===== config.mk =====
export PLATFORM = sky130hd
export DESIGN_NAME = eth_rx_framer
export DESIGN_NICKNAME = d
export VERILOG_FILES = /design/src/rtl/eth_rx_framer.sv
export SDC_FILE = /design/constraint.sdc
export NUM_CORES = 1
export LEC_CHECK = 0
export ABC_CLOCK_PERIOD_IN_PS = 2440
export CORE_MARGIN = 2
export CORE_UTILIZATION = 49
export CTS_BUF_LIST = sky130_fd_sc_hd__clkbuf_2 sky130_fd_sc_hd__clkbuf_4 sky130_fd_sc_hd__clkbuf_8
export DETAILED_ROUTE_END_ITERATION = 10
export HOLD_SLACK_MARGIN = 0.03
export PLACE_DENSITY = 0.86
export SYNTH_ARGS = -nofsm -noshare
export SYNTH_HDL_FRONTEND = slang
export SYNTH_SLANG_ARGS = --single-unit

===== constraint.sdc =====
create_clock -name clk -period 2.44 [get_ports clk]
set_clock_uncertainty 0.1 [all_clocks]
set_input_delay 0.488 -clock clk [delete_from_list [all_inputs] [get_ports clk]]
set_output_delay 0.488 -clock clk [all_outputs]
set_load 0.005 [all_outputs]

===== src/rtl/eth_rx_framer.sv =====
// eth_rx_framer: GMII receive framer that strips preamble/SFD, writes payload to a FIFO and reports per-frame status.
module eth_rx_framer #(
  parameter int PREAMBLE_MIN = 7,
  parameter int MIN_LEN = 64,
  parameter int MAX_LEN = 1518,
  parameter int LEN_WIDTH = 11
) (
  input  logic                 clk,
  input  logic                 rst,
  input  logic                 rx_dv,
  input  logic                 rx_er,
  input  logic [7:0]           rxd,
  input  logic                 fifo_full,
  output logic                 fifo_wr_en,
  output logic [7:0]           fifo_data,
  output logic                 frame_done,
  output logic [LEN_WIDTH-1:0] frame_len,
  output logic [2:0]           frame_status,
  output logic [15:0]          good_cnt,
  output logic [15:0]          bad_cnt
);
  localparam logic [1:0] IDLE = 2'd0, PREAMBLE = 2'd1, DATA = 2'd2, DROP = 2'd3;
  localparam logic [3:0] PMIN = 4'(PREAMBLE_MIN);
  localparam logic [LEN_WIDTH-1:0] LMIN = LEN_WIDTH'(MIN_LEN);
  localparam logic [LEN_WIDTH-1:0] LMAX = LEN_WIDTH'(MAX_LEN + 1);
  logic [1:0] state;
  logic [3:0] pre_cnt;
  logic [LEN_WIDTH-1:0] byte_cnt, cnt_inc;
  logic [2:0] err, byte_err, done_status;
  logic report, done;
  assign cnt_inc = byte_cnt == LMAX ? byte_cnt : byte_cnt + 1'b1;
  assign byte_err = {fifo_full, rx_er, cnt_inc == LMAX};
  assign done_status = err | {2'b00, state == DATA && byte_cnt < LMIN};
  // only frames that reached DATA report status; DROP from IDLE/PREAMBLE/reset stays silent
  assign done = !rx_dv && (state == DATA || (state == DROP && report));
  always_ff @(posedge clk) begin
    if (rst) begin
      state <= DROP;
      pre_cnt <= '0;
      byte_cnt <= '0;
      err <= '0;
      report <= 1'b0;
      fifo_wr_en <= 1'b0;
      fifo_data <= '0;
      frame_done <= 1'b0;
      frame_len <= '0;
      frame_status <= '0;
      good_cnt <= '0;
      bad_cnt <= '0;
    end else begin
      fifo_wr_en <= 1'b0;
      frame_done <= done;
      case (state)
        IDLE: if (rx_dv) begin
          pre_cnt <= 4'd1;
          report <= 1'b0;
          state <= rxd == 8'h55 ? PREAMBLE : DROP;
        end
        PREAMBLE: if (!rx_dv) state <= IDLE;
          else if (rxd == 8'h55) pre_cnt <= pre_cnt == 4'hF ? pre_cnt : pre_cnt + 4'd1;
          else if (rxd == 8'hD5 && pre_cnt >= PMIN) begin
            state <= DATA;
            byte_cnt <= '0;
            err <= '0;
          end else state <= DROP;
        DATA: if (!rx_dv) state <= IDLE;
          else begin
            byte_cnt <= cnt_inc;
            if (|byte_err) begin
              err <= byte_err;
              report <= 1'b1;
              state <= DROP;
            end else begin
              fifo_wr_en <= 1'b1;
              fifo_data <= rxd;
            end
          end
        default: if (!rx_dv) begin
            state <= IDLE;
            report <= 1'b0;
          end else byte_cnt <= cnt_inc;
      endcase
      if (done) begin
        frame_len <= byte_cnt;
        frame_status <= done_status;
        if (done_status == 3'b000) good_cnt <= good_cnt == 16'hFFFF ? good_cnt : good_cnt + 16'd1;
        else bad_cnt <= bad_cnt == 16'hFFFF ? bad_cnt : bad_cnt + 16'd1;
      end
    end
  end
endmodule


==> flow_summary.rst <==
.. list-table::
   :header-rows: 1

   * - Metric
     - Value
   * - Later-pin clock latency in the skew report
     - 0.34 ns
   * - Number of primary I/O pins
     - 69
   * - Critical Path Sink Type
     - flip-flop
   * - Worst-path maximum fanout
     - 5
   * - Total Wirelength
     - 9090 µm
   * - Area of the mapped netlist
     - 0.003806 mm²
   * - CTS tree
     - built
   * - Number of endpoints failing setup at the final stage
     - 0
   * - Setup TNS
     - 0 ns
   * - Net count of the mapped netlist
     - 476
   * - Area fraction of the dominant cell type after synthesis
     - 40.50%
   * - Hold path startpoint
     - frame_status[1]
   * - Worst IR drop on VDD
     - 323.1 µV
   * - Antenna Diode Count
     - 0
   * - Seq/Total Area, Yosys
     - 40.50%
   * - Layout overhead on the synthesized area
     - 30.64%
   * - Number of cell instances on the worst register-to-register path
     - 8
   * - Net count of the finished layout
     - 557
   * - Result of the run
     - finished clean
   * - Global router's overall resource usage
     - 21.99%
   * - Port bufs
     - 68
   * - Highest clock rate
     - 438.5 MHz
   * - Synthesized netlist cell count
     - 459
   * - Largest net degree at the start of global routing
     - 49
   * - TritonRoute pass-1 iters
     - 4
   * - Reg-to-reg startpoint
     - byte_cnt[0]
   * - Max_cap viols
     - 0
   * - Most instantiated flip-flop cell in the synthesis netlist
     - sky130_fd_sc_hd__dfxtp_1
   * - Number of different library cells in the post-synthesis netlist
     - 51
   * - Most area-hungry cell type in the Yosys netlist
     - sky130_fd_sc_hd__dfxtp_1
   * - Longest Clk Path Bufs
     - 2
   * - Placed standard-cell area
     - 0.004710 mm²
   * - Die ar.
     - 0.008489 mm²
   * - Vias per cell
     - 5.519
   * - Number of synthesized register bits
     - 77
   * - Drt initial violations
     - 208
   * - Transition time of the tightest slew-check pin
     - 0.4577 ns
   * - Unrepaired setup endpoints after global routing
     - no
   * - Part of the cycle the worst path needs
     - 93.46%
   * - DRC viols
     - 0
   * - Height of the chip
     - 92.14 µm
   * - Starting Density
     - 50.03%
   * - Clock tree root buffer cell
     - sky130_fd_sc_hd__clkbuf_8
   * - Antenna-violating nets left
     - 0
   * - Min setup slack post-route
     - 0.1596 ns
   * - Clock edge transition at the registers on the reported setup and hold paths
     - 0.08 ns
   * - Global-route congestion overflow total
     - 0
   * - Startpoint types
     - flip-flop
   * - Critical path arrival
     - 2.45 ns
   * - Detailed-route via count
     - 3,560
   * - WP data required
     - 2.61 ns
   * - Number of clock buffers inserted by TritonCTS
     - 9
   * - PnR Total Power
     - 2.543 mW
   * - Gpl congestion
     - 0.9025
   * - # fillers
     - 605
   * - Number of failing hold endpoints at the final stage
     - 0
   * - Path type of the worst min-delay path
     - flip-flop to flip-flop
   * - Category of the most critical setup path
     - flip-flop to flip-flop
   * - Number of global-route vias before repair
     - 3,275
   * - First-pass GRT wire length
     - 15,340 µm
   * - Hold path depth
     - 2
   * - Post-DP HPWL
     - 6445 µm
   * - Number of flops mapped to enable cells by yosys
     - 0
   * - Leading cell types in the layout, fill and taps excluded
     - sky130_fd_sc_hd__dfxtp_1 (77), sky130_fd_sc_hd__clkdlybuf4s50_1 (67), sky130_fd_sc_hd__nand2_1 (51)
   * - Setup slack of the worst register-to-register path
     - 0.16 ns
   * - Standby leakage power
     - 1.675 nW
   * - Post-route minimum period
     - 2.280 ns
   * - Clock net sink count
     - 77
   * - Worst R2R End
     - state[0]
   * - Post-placement setup slack
     - -0.3363 ns
   * - Power per Cell Area
     - 511.4 mW/mm²
   * - Number of core rows
     - 32
   * - Top post-synthesis cells by area
     - sky130_fd_sc_hd__dfxtp_1 (40%), sky130_fd_sc_hd__nand2_1 (5.0%), sky130_fd_sc_hd__xnor2_1 (4.8%)
   * - Commonest non-fill, non-tap cell in the layout
     - sky130_fd_sc_hd__dfxtp_1
   * - Cts-stage hold buffer count
     - 0
   * - Number of H-tree branching levels
     - 3
   * - Count of final max-slew check failures
     - 0
   * - Area of the core
     - 0.007607 mm²
   * - Worst slew margin relative to its limit
     - 69.49%
   * - Number of warnings reported in the yosys synthesis log
     - 0
   * - Width of the die
     - 92.14 µm
   * - Share of cells above drive strength 1
     - 12.52%
   * - Average routed wire per standard cell
     - 14.09 µm
   * - Post-synthesis async set-or-reset flop share
     - 0%
   * - WHS Endpoint
     - frame_status[1]
   * - Syn avg cell area
     - 8.292 µm²
   * - Worst hold slack across all endpoints
     - 0.3575 ns
   * - Finished Cell Area
     - 0.004972 mm²
   * - Antenna violations before repair
     - 0
==> registers in the layout, indices dropped and copies added (netlist names), 2 cells and up <==
| signal | flops |
|---|---|
| frame_status | 3 |
| fifo_data | 8 |
| byte_cnt | 11 |
| pre_cnt | 4 |
| state | 2 |
| frame_len | 11 |
| good_cnt | 16 |
| bad_cnt | 16 |
| err | 3 |
==> routing by layer <==
layer | track usage (%) | vias up | wire, µm
li1 | - | 1778 | -
met1 | 28.30 | 1691 | 3991
met2 | 37.44 | 82 | 4567
met3 | 4.026 | 9 | 437
met4 | 6.841 | 0 | 93
met5 | 0 | - | 0
==> kinds of logic after synthesis <==
logic type	Yosys count	synth area share (%)
xor+xnor	28	6.443
buf+inv	34	3.616
fa+ha+maj	4	1.315
flops	77	40.50
simple gates	225	31.72
mux	13	3.452
compound gates	78	12.95
==> stage by stage <==
| step | utilization (%) | instances |
|---|---|---|
| 6_report | 65.36 | 645 |
| 5_1_grt | 65.36 | 645 |
| 4_1_cts | 64.69 | 643 |
| 3_5_place_dp | 61.91 | 629 |
| 3_3_place_gp | 61.91 | 629 |
| 2_1_floorplan | - | 459 |
==> cell usage after synthesis, types with 4 or more instances <==
master	count
sky130_fd_sc_hd__a21oi_1	31
sky130_fd_sc_hd__a311oi_1	7
sky130_fd_sc_hd__a31oi_1	5
sky130_fd_sc_hd__and2_1	4
sky130_fd_sc_hd__and3_1	8
sky130_fd_sc_hd__and4_1	5
sky130_fd_sc_hd__buf_2	5
sky130_fd_sc_hd__clkbuf_1	22
sky130_fd_sc_hd__dfxtp_1	77
sky130_fd_sc_hd__ha_1	4
sky130_fd_sc_hd__inv_1	6
sky130_fd_sc_hd__mux2i_1	12
sky130_fd_sc_hd__nand2_1	51
sky130_fd_sc_hd__nand2b_1	26
sky130_fd_sc_hd__nand3_1	14
sky130_fd_sc_hd__nand3b_1	5
sky130_fd_sc_hd__nand4_1	11
sky130_fd_sc_hd__nor2_1	48
sky130_fd_sc_hd__nor2b_1	4
sky130_fd_sc_hd__nor3_1	16
sky130_fd_sc_hd__nor3_2	7
sky130_fd_sc_hd__nor4_1	9
sky130_fd_sc_hd__o21ai_0	19
sky130_fd_sc_hd__or3_1	6
sky130_fd_sc_hd__xnor2_1	21
sky130_fd_sc_hd__xor2_1	7
==> final cells by class <==
cell class	instances	area [µm²]	area share (%)
Multi-Input combinational cell	348	2156	43.36
Sequential cell	77	1541	31.00
Timing Repair Buffer	98	913.4	18.37
Clock buffer	10	137.6	2.768
Tap cell	102	127.6	2.567
Clock inverter	4	73.82	1.485
Inverter	6	22.52	0.4529
==> worst max-delay path, stage by stage (launching register included) <==
cell,delay [ns]
sky130_fd_sc_hd__dfxtp_1,0.36
sky130_fd_sc_hd__ha_2,0.25
sky130_fd_sc_hd__nand4b_1,0.15
sky130_fd_sc_hd__o311a_2,0.37
sky130_fd_sc_hd__o22ai_1,0.27
sky130_fd_sc_hd__nor4_4,0.07
sky130_fd_sc_hd__buf_4,0.17
sky130_fd_sc_hd__o21ai_0,0.26
sky130_fd_sc_hd__mux2i_1,0.21
==> where the power goes <==
| group | leakage [nW] | switching [mW] | total (mW) | internal [mW] |
|---|---|---|---|---|
| Combinational | 0.946 | 0.119 | 0.221 | 0.101 |
| Clock | 0.108 | 0.438 | 1.03 | 0.593 |
| Sequential | 0.622 | 0.0199 | 1.29 | 1.27 |
| Total | 1.68 | 0.577 | 2.54 | 1.97 |
==> timing repair <==
action                     in CTS  in global routing
setup buffers                   0                  2
resized for setup               0                  5
setup endpoints to repair       0                 16
hold endpoints to repair        0                  0
==> worst max-delay path by stage <==
stage / start / to / slack, ns / cells past startpoint
3_3_place_gp: rxd[5] / byte_cnt[0] / -0.30 / 7
4_1_cts: byte_cnt[0] / fifo_data[0] / 0.01 / 7
5_1_grt: byte_cnt[6] / good_cnt[2] / 0.003 / 7
3_5_place_dp: rxd[5] / byte_cnt[0] / -0.34 / 7
2_1_floorplan: byte_cnt[0] / fifo_data[0] / 0.16 / 7
6_report: byte_cnt[0] / state[0] / 0.16 / 8
No activity file was read; power rests on OpenSTA's default activity.
